[src/rtl/sum_accumulator.sv]
// sum_accumulator: collects COUNT unsigned sums per batch and hands the total downstream with valid/ready.
// Optional macro SUM_ACC_SAT_EN: an overflowing addition clamps the total instead of wrapping.
`default_nettype none

module sum_accumulator #(
  parameter int WIDTH = 4,
  parameter int COUNT = 4,
  parameter int ACC_W = 7
) (
  input  logic             clk,
  input  logic             rst,
  input  logic [WIDTH:0]   x_in,
  input  logic             x_valid,
  output logic             x_ready,
  output logic [ACC_W-1:0] acc_out,
  output logic             acc_valid,
  input  logic             acc_ready,
  output logic             ovf
);

  localparam int CNT_W = $clog2(COUNT);
  localparam logic [CNT_W-1:0] LAST_CNT = CNT_W'(COUNT - 1);

  typedef enum logic {
    ACCUM = 1'b0,
    DONE  = 1'b1
  } state_t;

  state_t             state_q, state_d;
  logic [ACC_W-1:0]   acc_q, acc_d;
  logic [CNT_W-1:0]   cnt_q, cnt_d;
  logic               ovf_q, ovf_d;
  logic               accept;
  logic [ACC_W:0]     sum;
  logic               carry;

  // x_ready is gated by rst so it drops the instant reset is applied.
  assign x_ready   = (state_q == ACCUM) && !rst;
  assign accept    = x_valid && x_ready;
  assign sum       = {1'b0, acc_q} + (ACC_W + 1)'(x_in);
  assign carry     = sum[ACC_W];

  assign acc_out   = acc_q;
  assign acc_valid = (state_q == DONE);
  assign ovf       = ovf_q;

  always_comb begin
    state_d = state_q;
    acc_d   = acc_q;
    cnt_d   = cnt_q;
    ovf_d   = ovf_q;
    case (state_q)
      ACCUM: begin
        if (accept) begin
          ovf_d = ovf_q | carry;
`ifdef SUM_ACC_SAT_EN
          acc_d = carry ? {ACC_W{1'b1}} : sum[ACC_W-1:0];
`else
          acc_d = sum[ACC_W-1:0];
`endif
          cnt_d = cnt_q + 1'b1;
          if (cnt_q == LAST_CNT) begin
            state_d = DONE;
          end
        end
      end
      DONE: begin
        // Handoff clears the batch; a simultaneous x_valid is not taken.
        if (acc_ready) begin
          acc_d   = '0;
          cnt_d   = '0;
          ovf_d   = 1'b0;
          state_d = ACCUM;
        end
      end
      default: state_d = ACCUM;
    endcase
  end

  always_ff @(posedge clk or posedge rst) begin
    if (rst) begin
      state_q <= ACCUM;
      acc_q   <= '0;
      cnt_q   <= '0;
      ovf_q   <= 1'b0;
    end else begin
      state_q <= state_d;
      acc_q   <= acc_d;
      cnt_q   <= cnt_d;
      ovf_q   <= ovf_d;
    end
  end

endmodule

`default_nettype wire

[config.mk]
export PLATFORM = sky130hd
export DESIGN_NAME = sum_accumulator
export DESIGN_NICKNAME = d
export VERILOG_FILES = /design/src/rtl/sum_accumulator.sv
export SDC_FILE = /design/constraint.sdc
export NUM_CORES = 1
export LEC_CHECK = 0
export ABC_CLOCK_PERIOD_IN_PS = 2100
export CAP_MARGIN = 20
export CORE_MARGIN = 10
export CORE_UTILIZATION = 40
export CTS_BUF_LIST = sky130_fd_sc_hd__clkbuf_4
export DETAILED_ROUTE_END_ITERATION = 16
export PLACE_DENSITY_LB_ADDON = 0.3
export SLEW_MARGIN = 5
export SYNTH_ARGS = -nofsm -noshare
export SYNTH_HDL_FRONTEND = slang
export SYNTH_SLANG_ARGS = --single-unit
[constraint.sdc]
create_clock -name clk -period 2.1 [get_ports clk]
set_input_delay 0.21 -clock clk [delete_from_list [all_inputs] [get_ports clk]]
set_output_delay 0.21 -clock clk [all_outputs]
set_load 0.1 [all_outputs]
# [Word level (Yosys, flattened, before mapping)]
# Cells that the tools add are included.
[word_totals] register_bits=11 inputBits=9 out_inout_bits=10
[classes] n_mux=13 n_bitwise=2 reduce_logical=4 eq_ne=3 n_addsub=2
[ops] cell="two-way mux 7 bit" count=2
[ops] cell="one-hot mux 7 bit (2 select lines)" count=1
[ops] cell="adder 7 x 5 -> 8 bit" count=1
[ops] cell="two-way mux 1 bit" count=5
[ops] cell="two-way mux 2 bit" count=2
[ops] cell="!= test 2 bit (second input constant)" count=2
[ops] cell="one-hot mux 1 bit (2 select lines)" count=2
[ops] cell="one-hot mux 2 bit (2 select lines)" count=1
[ops] cell="adder 2 x 1 -> 2 bit (second input constant)" count=1
[ops] cell="== test 2 bit (second input constant)" count=1
[ops] cell="logical AND 1 bit" count=2
[ops] cell="AND reduction 2 bit" count=1
[ops] cell="zero test 1 bit" count=1
[ops] cell="NOT 1 bit" count=1
[ops] cell="bitwise OR 1 bit" count=1

# [Logic depth before layout (Yosys ltp)]
# Gate-level depths: netlist of the first run.
[logic_depth] word_depth=5 depth_mapped=7 mapped_depth_nobuf=7

# [Worst setup path after synthesis of the first run]
# OpenSTA, ideal clock, no wires.
[synth_path] path_kind="flip-flop to flip-flop" start="reg state_q (netlist: acc_valid)" end="reg acc_q[6] (netlist: acc_out[6])" period_less_slack_ps=3010 slack_ps=-910 arrival_ps=2841 setup_time_ps=169 stages_incl_launch_ff=5 n_path_buf=0 path_cell_list="dfrtp_1 nor2_1 and2_1 o211ai_1 mux2i_1"
[synth_via] elab_chain_len=5
[synth_rtl] element="from (decl)" line="29" rtl="state_t state_q, state_d;"
[synth_rtl] element="from (signal assigned)" line="87" rtl="state_q <= state_d;"
[synth_rtl] element="NOT 1 bit"
[synth_rtl] element="logical AND 1 bit" line="38" rtl="assign x_ready = (state_q == ACCUM) && !rst;"
[synth_rtl] element="via x_ready" line="14" rtl="output logic x_ready,"
[synth_rtl] element="logical AND 1 bit" line="39" rtl="assign accept = x_valid && x_ready;"
[synth_rtl] element="!= test 2 bit (no source line)"
[synth_rtl] element="AND reduction 2 bit (no source line)"
[synth_rtl] element="to (signal assigned)" line="83" rtl="acc_q <= '0;"
[synth_rtl] element="to (signal assigned)" line="88" rtl="acc_q <= acc_d;"
[synth_rtl] element="to (decl)" line="30" rtl="logic [ACC_W-1:0] acc_q, acc_d;"
# The timed path passes the listed nets, and every way through them passes these cells.
# A chain may end at the register's enable or synchronous reset.

# [Final worst setup path of the first run]
[layout_path] start="in x_in[0]" end="reg acc_q[4] (netlist: acc_out[4])"
[layout_via] elab_chain_len=3
[layout_rtl] element="from (decl)" line="12" rtl="input logic [WIDTH:0] x_in,"
[layout_rtl] element="adder 7 x 5 -> 8 bit" line="40" rtl="assign sum = {1'b0, acc_q} + (ACC_W + 1)'(x_in);"
[layout_rtl] element="two-way mux 7 bit" line="54" rtl="if (accept) begin"
[layout_rtl] element="one-hot mux 7 bit (2 select lines)" line="52" rtl="case (state_q)"
# No other way between the ends. The select of a mux whose other input is x is not followed.

==> results of run 1 <==
cells in the mapped netlist (all sizes together) (2+ instances only):
cell type	n	share of area
ha	6	0.11
nor2	5	0.027
xor2	2	0.025
a211oi	3	0.033
o31ai	2	0.029
inv	5	0.027
dfrtp	11	0.40
o21ai	7	0.051
nand3	5	0.036
nand2	8	0.043
mux2i	2	0.029
sequential cells by signal, indices dropped and copies added (netlist names):
signal and count:
acc_out 7, cnt_q 2, acc_valid 1, ovf 1
through the flow:
step                      setup WS [ps]  utilization  hold slack (ps)  instances
after global routing                212        0.577              412        108
after global placement              115        0.558              489        104
after CTS                           306        0.577              378        108
after floorplan                    19.5            -             62.2         71
after detailed placement           30.2        0.558              494        104
final                               306        0.577              360        108
routing by layer:
| metal | up-vias | wire (um) |
|---|---|---|
| li1 | 299 | - |
| met1 | 276 | 687 |
| met2 | 11 | 788 |
| met3 | 5 | 92 |
| met4 | 0 | 34 |
| met5 | - | 0 |
cell type report:
class / instances / area, um^2
timing repair buffer: 18 / 168
multi-input combinational: 54 / 393
clock buffer: 4 / 30.0
inverter: 5 / 18.8
fill: 151 / 667
sequential: 11 / 280
tap: 16 / 20.0
worst paths after layout:
kind	endpoint	depth (start not counted)	startpoint	slack, ps
max	acc_out[4]	8	x_in[0]	310
min	cnt_q[0]	2	rst	360
max reg2reg	acc_out[4]	7	acc_out[0]	340
min reg2reg	cnt_q[1]	2	cnt_q[1]	510
max in group asynchronous	acc_out[0]	2	rst	1410
min in group clk	cnt_q[1]	2	cnt_q[1]	510
cells by family after synthesis:
group	after synthesis	share of synthesized area
DFF	11	0.399
xor gates and xnor gates	2	0.0254
adders and majority gates	7	0.138
AOI/OAI and AO/OA	20	0.205
buffers and inverters	6	0.0435
and+or+nand+nor	23	0.161
muxes	2	0.0290
critical path: stages:
cell and delay, ps:
clkdlybuf4s50_1 460, ha_1 190, inv_1 60, fa_1 400, nor2b_1 170, o31a_1 170, a211oi_1 70, a31o_2 220
==> metrics.cfg, run 1 <==
[outcome]
status = completed

[timing]
fin_tns_setup_ps = 0
fin_skew_ps = 3.34
period_share = 0.854
worst_pin_slew_ps = 436
rsz0062_at_grt = no
slew_headroom = 0.709
hold_viol_final = 0
slew_viol_final = 0
fmax_ghz = 0.558
final.min_clock_period_ps = 1790
setup_viol = 0

[global_routing]
grtUsageTotal = 0.0927
grt_pass1_wl_um = 2610
use_met1 = 0.107
met2_usage = 0.145
grt_pass1_vias = 579
grt_use_met3 = 0.0309
busiest_layer = met2
grt.overflow.total = 0
antenna_found_initial = 0
grt_max_degree = 14

[floorplan]
fp.dieW_um = 61.6
num_io_pins = 19
dieArea_um2 = 3790
die_h_um = 61.6
rows = 14
core_um2 = 1580
initial_utilization = 0.438

[drt]
drc = 0
wl_per_cell_um = 14.8
dr.pass1.iters = 2
dr_total_vias = 591
routed_wl_um = 1600
drt-initial-drc-count = 2
final_antenna_net_count = 0
post_drt_via_cell_ratio = 5.47

[setup_path]
required_ps = 2260
cp-start-kind = input port
critPathMaxFanout = 3
cp-end-kind = flop
path_class = in2reg
cp.arrival_ps = 1960

[synthesis]
syn_area_um2 = 691
ys_async_sr_fraction = 1.00
synth_area_per_cell_um2 = 9.73
synth.net_count = 87
synth_flop_cell = dfrtp_1
ys_warn_count = 0
ys_seq_area_frac = 0.399
synth_edf_count = 0
syn_inst = 71
synth_cell_types = 27
ys_ff_latch = 11

[clock_tree]
numCtsBuffers = 3
cts_resized = 0
tritoncts = done
clk_latency_ps = 270
clk_path_buf_depth = 2
cts_hold_buf = 0
cts-root-buf = clkbuf_4
cts_setup_buffers = 0
cts_max_level = 1
cts.clk_slew.worst_paths_ps = 70
cts.sinks = 11

[flow_run]
cap_violations = 0

[hold_path]
hp-class = in2async

[finish]
diodes = 0
finalInstanceArea_um2 = 910
mostFrequentLayoutCell = buf_4
layout-area-overhead-vs-synth_pct = 31.7
nets = 109
layout-drive-gt1-share = 0.250
final_cell_mix = 9 x buf_4, 8 x nand2_1, 8 x clkdlybuf4s50_1, 7 x o21ai_0, 7 x dfrtp_1

[placement]
portBuffers = 18
dpl.hpwl_um = 1290
routabilityCongestion = 0.894
dpl_cell_area_um2 = 880

Power of run 1 is not shown: default switching activity piles up to over one toggle a cycle in this logic, so the estimate is an artifact.
==> inputs of run 2 (changes only) <==
Settings changed: ABC_CLOCK_PERIOD_IN_PS 2100 to 1690.
Clock period 2.1 ns to 1.69 ns, I/O delays scaled along.
==> run 2 against run 1 <==
- critical path depth fell by 1
- global-route usage rose by 1.2 points
- core utilization rose by 16 points
- wire length rose by 20%
- sequential share of layout area fell by 5.6 points
- final cell count rose by 10%
==> metrics.cfg, run 2 (same netlist as run 1, synthesis figures left out) <==
[outcome]
status = completed

[finish]
layout-drive-gt1-share = 0.437
layout-area-overhead-vs-synth_pct = 68.3
mostFrequentLayoutCell = buf_4
final_cell_mix = 11 x buf_4, 10 x buf_12, 8 x nand2_1, 8 x clkdlybuf4s50_1, 7 x o21ai_0
final_core_util = 0.737
finalInstanceArea_um2 = 1160
multi_input_area_um2 = 438
nFillCells = 99
diodes = 0
largest_reg_flops = 7
nets = 120
seq_area_um2 = 293

[clock_tree]
clk_latency_ps = 280
clk_path_buf_depth = 2
tritoncts = done
numCtsBuffers = 3
cts-root-buf = clkbuf_4
cts_max_level = 1
cts.clk_slew.worst_paths_ps = 80
cts.sinks = 11

[drt]
route.met3.wl_um = 121
dr_total_vias = 668
drt-met1-wl_um = 798
wl_per_cell_um = 16.1
dr.pass1.iters = 5
final_antenna_net_count = 0
met2_length_um = 950
post_drt_via_cell_ratio = 5.61
highest_layer = met4
drt-initial-drc-count = 25
routed_wl_um = 1920
drc = 0

[global_routing]
grt_max_degree = 14
grt.overflow.total = 0
grtUsageTotal = 0.104
grt_pass1_wl_um = 2940
antenna_found_initial = 0
grt_pass1_vias = 641

[setup_path]
required_ps = 1890
r2r_cells = 7
rr_startpoint = acc_out[0]
crit_path_start = acc_out[0]
r2r_slack_ps = 10
cp-start-kind = flop
cp-end-kind = flop
path_class = reg2reg
critPathMaxFanout = 2
cp-endpoint = acc_out[6]
cp.arrival_ps = 1880
reg2reg_to = acc_out[6]

[timing]
slew_headroom = 0.708
fmax_ghz = 0.596
hold_slack_ps = 355
setup_slack_ps = 10.8
fin_skew_ps = 6.02
hold_viol_final = 0
rsz0062_at_grt = yes
worst_pin_slew_ps = 438
final.min_clock_period_ps = 1680
period_share = 0.994
slew_viol_final = 0
setup_viol = 0

[floorplan]
fp.dieW_um = 61.6
core_um2 = 1580
dieArea_um2 = 3790
num_io_pins = 19
rows = 14
initial_utilization = 0.438
die_h_um = 61.6

[pwr]
vdd_drop_max_mv = 1.36
total_power_w = 0.00252
cellLeakagePower_nw = 0.513
power_density_nw_per_um2 = 2170

[placement]
place_ws_ps = -213
dpl_cell_area_um2 = 1100
routabilityCongestion = 0.808
portBuffers = 18
dpl.hpwl_um = 1440

[hold_path]
hp-class = in2async

[flow_run]
cap_violations = 0

[run 2: timing repair]
action,in CTS,in global routing
buffers inserted,0,1
hold buffers,0,0
setup endpoints to repair,2,4
pin swaps,2,1
resized for setup,1,4
[run 2: layout make-up]
type,instances,area share
clock buffer,4,0.0258
inverter,5,0.0161
multi-input combinational,54,0.377
sequential,11,0.252
tap,16,0.0172
timing repair buffer,29,0.312
[run 2: worst min path at each step]
stage	cells after the start	end	from
after detailed placement	2	cnt_q[1]	cnt_q[1]
after global placement	2	cnt_q[1]	cnt_q[1]
final	3	acc_out[2]	rst
after floorplan	1	acc_out[5]	rst
after CTS	3	acc_out[2]	rst
after global routing	3	acc_out[2]	rst
[run 2: power breakdown]
group | switching (W) | total, W | internal [W]
sequential | 0.000138 | 0.000538 | 0.000399
combinational | 0.00105 | 0.00178 | 0.000731
clock | 0.000100 | 0.000208 | 0.000108
total | 0.00129 | 0.00252 | 0.00124
[run 2: stage by stage]
stage	std cells	setup TNS (ps)
3_3_place_gp	114	-403
3_5_place_dp	114	-575
2_1_floorplan	71	-485
6_report	119	0
5_1_grt	119	-178
4_1_cts	118	-27.3
[run 2: critical path, cell delays in order (launching register included)]
cell and delay (ps):
dfrtp_4 500, ha_4 170, inv_2 50, fa_2 200, nor2b_2 50, o31a_1 250
o211ai_1 200, mux2i_1 200
[run 2: per-layer routing]
metal	up-vias	GRT usage
li1	322	-
met5	-	0
met4	0	0.0573
met1	311	0.115
met3	6	0.0350
met2	29	0.173
Power figures use the tool's default switching activity.
==> inputs of run 3 (changes only) <==
Settings changed: CTS_BUF_LIST sky130_fd_sc_hd__clkbuf_4 to sky130_fd_sc_hd__clkbuf_4 sky130_fd_sc_hd__clkbuf_8, GPL_TIMING_DRIVEN set to 0.
==> run 3 against run 2 <==
- the run now ends with negative setup slack left
- register-to-register slack lost 60 ps
- core utilization decreased by 11 points
- hold slack got worse by 37 ps
- non-clock buffer count fell by 8
- first-iteration DRC count decreased by 56%
- clock power down 12%
- clock skew is 3.4 ps higher
- setup slack got worse by 65 ps
- die area did not move
- global-route usage down 0.42 points
- fmax shrank 3.7%
- critical endpoint unchanged
==> metrics.cfg, run 3 (same netlist as run 1, synthesis figures left out) <==
[outcome]
status = complete, but fails checks
violations = negative setup slack

[clock_tree]
numCtsBuffers = 3
cts.clk_slew.worst_paths_ps = 80
tritoncts = done
cts_max_level = 1
cts.sinks = 11
cts_hold_buf = 0
clk_latency_ps = 270
clk_path_buf_depth = 2
cts-root-buf = clkbuf_4

[finish]
layout-area-overhead-vs-synth_pct = 43.3
final_cell_mix = 8 x nand2_1, 8 x clkdlybuf4s50_1, 7 x clkdlybuf4s15_2, 6 x o21ai_0
final_core_util = 0.628
multi_input_area_um2 = 430
largest_reg_flops = 7
diodes = 0
layout-drive-gt1-share = 0.368
nets = 112
seq_area_um2 = 293
nFillCells = 141

[pwr]
cellLeakagePower_nw = 0.429
power_density_nw_per_um2 = 2100
vdd_drop_max_mv = 1.36

[timing]
fmax_ghz = 0.573
slew_viol_final = 0
slew_headroom = 0.626
worst_pin_slew_ps = 564
rsz0062_at_grt = yes
final.min_clock_period_ps = 1740
fin_skew_ps = 9.40
period_share = 1.03
hold_viol_final = 0
setup_viol = 2
setup_slack_ps = -53.9
hold_slack_ps = 318

[drt]
drt-initial-drc-count = 11
final_antenna_net_count = 0
dr.pass1.iters = 3
dr_total_vias = 619
wl_per_cell_um = 16.3
routed_wl_um = 1810
drc = 0
post_drt_via_cell_ratio = 5.58

[global_routing]
grt_pass1_vias = 576
grt_pass1_wl_um = 2750
grtUsageTotal = 0.100
grt.overflow.total = 0
grt_max_degree = 12
antenna_found_initial = 0

[setup_path]
cp-start-kind = flop
cp.arrival_ps = 1940
r2r_slack_ps = -50
critPathMaxFanout = 3
cp-end-kind = flop
max_stage_delay_ps = 500
crit_slowest_cell = dfrtp_4
path_cells = ha_4 > inv_2 > fa_2 > nor2b_2 > o31a_1 > o211ai_1 > mux2i_1
path_class = reg2reg
required_ps = 1890

[floorplan]
initial_utilization = 0.438
fp.dieW_um = 61.6
core_um2 = 1580
num_io_pins = 19
die_h_um = 61.6
rows = 14
dieArea_um2 = 3790

[placement]
place_ws_ps = -427
dpl.hpwl_um = 1320
routabilityCongestion = 0.823
portBuffers = 18

[hold_path]
hp-class = in2async

[flow_run]
cap_violations = 0

## run 3: cell count changes in the layout (fill, tap and decap cells not counted), moves of 3 or more
cell	before	now
clkbuf_2	0	3
buf_4	11	2
buf_12	10	0
clkdlybuf4s15_2	0	7
## run 3: power by group
group          switching, W  internal (W)
Sequential         0.000115      0.000399
Combinational      0.000982      0.000402
Clock             0.0000951     0.0000875
Total               0.00119      0.000889
## run 3: critical path: cells and delay by family, from the launching register on
| family | cells | cell delay [ps] |
|---|---|---|
| adder cells (fa/ha/maj) | 2 | 390 |
| AND/OR/NAND/NOR | 1 | 60 |
| buffers and inverters | 1 | 50 |
| AO/OA/AOI/OAI | 2 | 490 |
| flip-flops | 1 | 500 |
| multiplexers | 1 | 200 |
## run 3: worst paths after layout
kind | startpoint | to | cells past startpoint
min | rst | acc_out[6] | 2
max in group asynchronous | rst | acc_valid | 2
max reg2reg | acc_out[0] | acc_out[6] | 7
min reg2reg | cnt_q[1] | cnt_q[1] | 2
min in group clk | cnt_q[1] | cnt_q[1] | 2
max | acc_out[0] | acc_out[6] | 7
## run 3: cell type report
class | instances | area share
multi-input cells | 54 | 0.435
clock buffers | 3 | 0.0228
plain buffers | 1 | 0.0114
flip-flops and latches | 11 | 0.296
repair buffers | 20 | 0.191
clock inverters | 1 | 0.00506
inverters | 5 | 0.0190
well taps | 16 | 0.0202
## run 3: through the flow
step                      cell area (um^2)  setup TNS [ps]  total power, W  cells
after floorplan                        733            -485         0.00156     71
after global placement                 933           -1090         0.00184    105
after detailed placement               933           -1240         0.00187    105
after CTS                              971           -61.1         0.00204    109
after global routing                   990            -164         0.00221    111
final                                  990           -58.6         0.00208    111
## run 3: what timing repair did
action | in CTS | in global routing
setup buffers | 0 | 2
resized for setup | 27 | 7
setup endpoints to repair | 12 | 7
hold endpoints to repair | 0 | 0
gates cloned | 0 | 0
pin swaps | 0 | 2
## run 3: routing by layer
| layer | vias to the layer above | wire (um) | GRT usage |
|---|---|---|---|
| met1 | 305 | 744 | 0.122 |
| li1 | 303 | - | - |
| met2 | 9 | 935 | 0.142 |
| met5 | - | 0 | 0 |
| met3 | 2 | 112 | 0.0453 |
| met4 | 0 | 17 | 0.0573 |
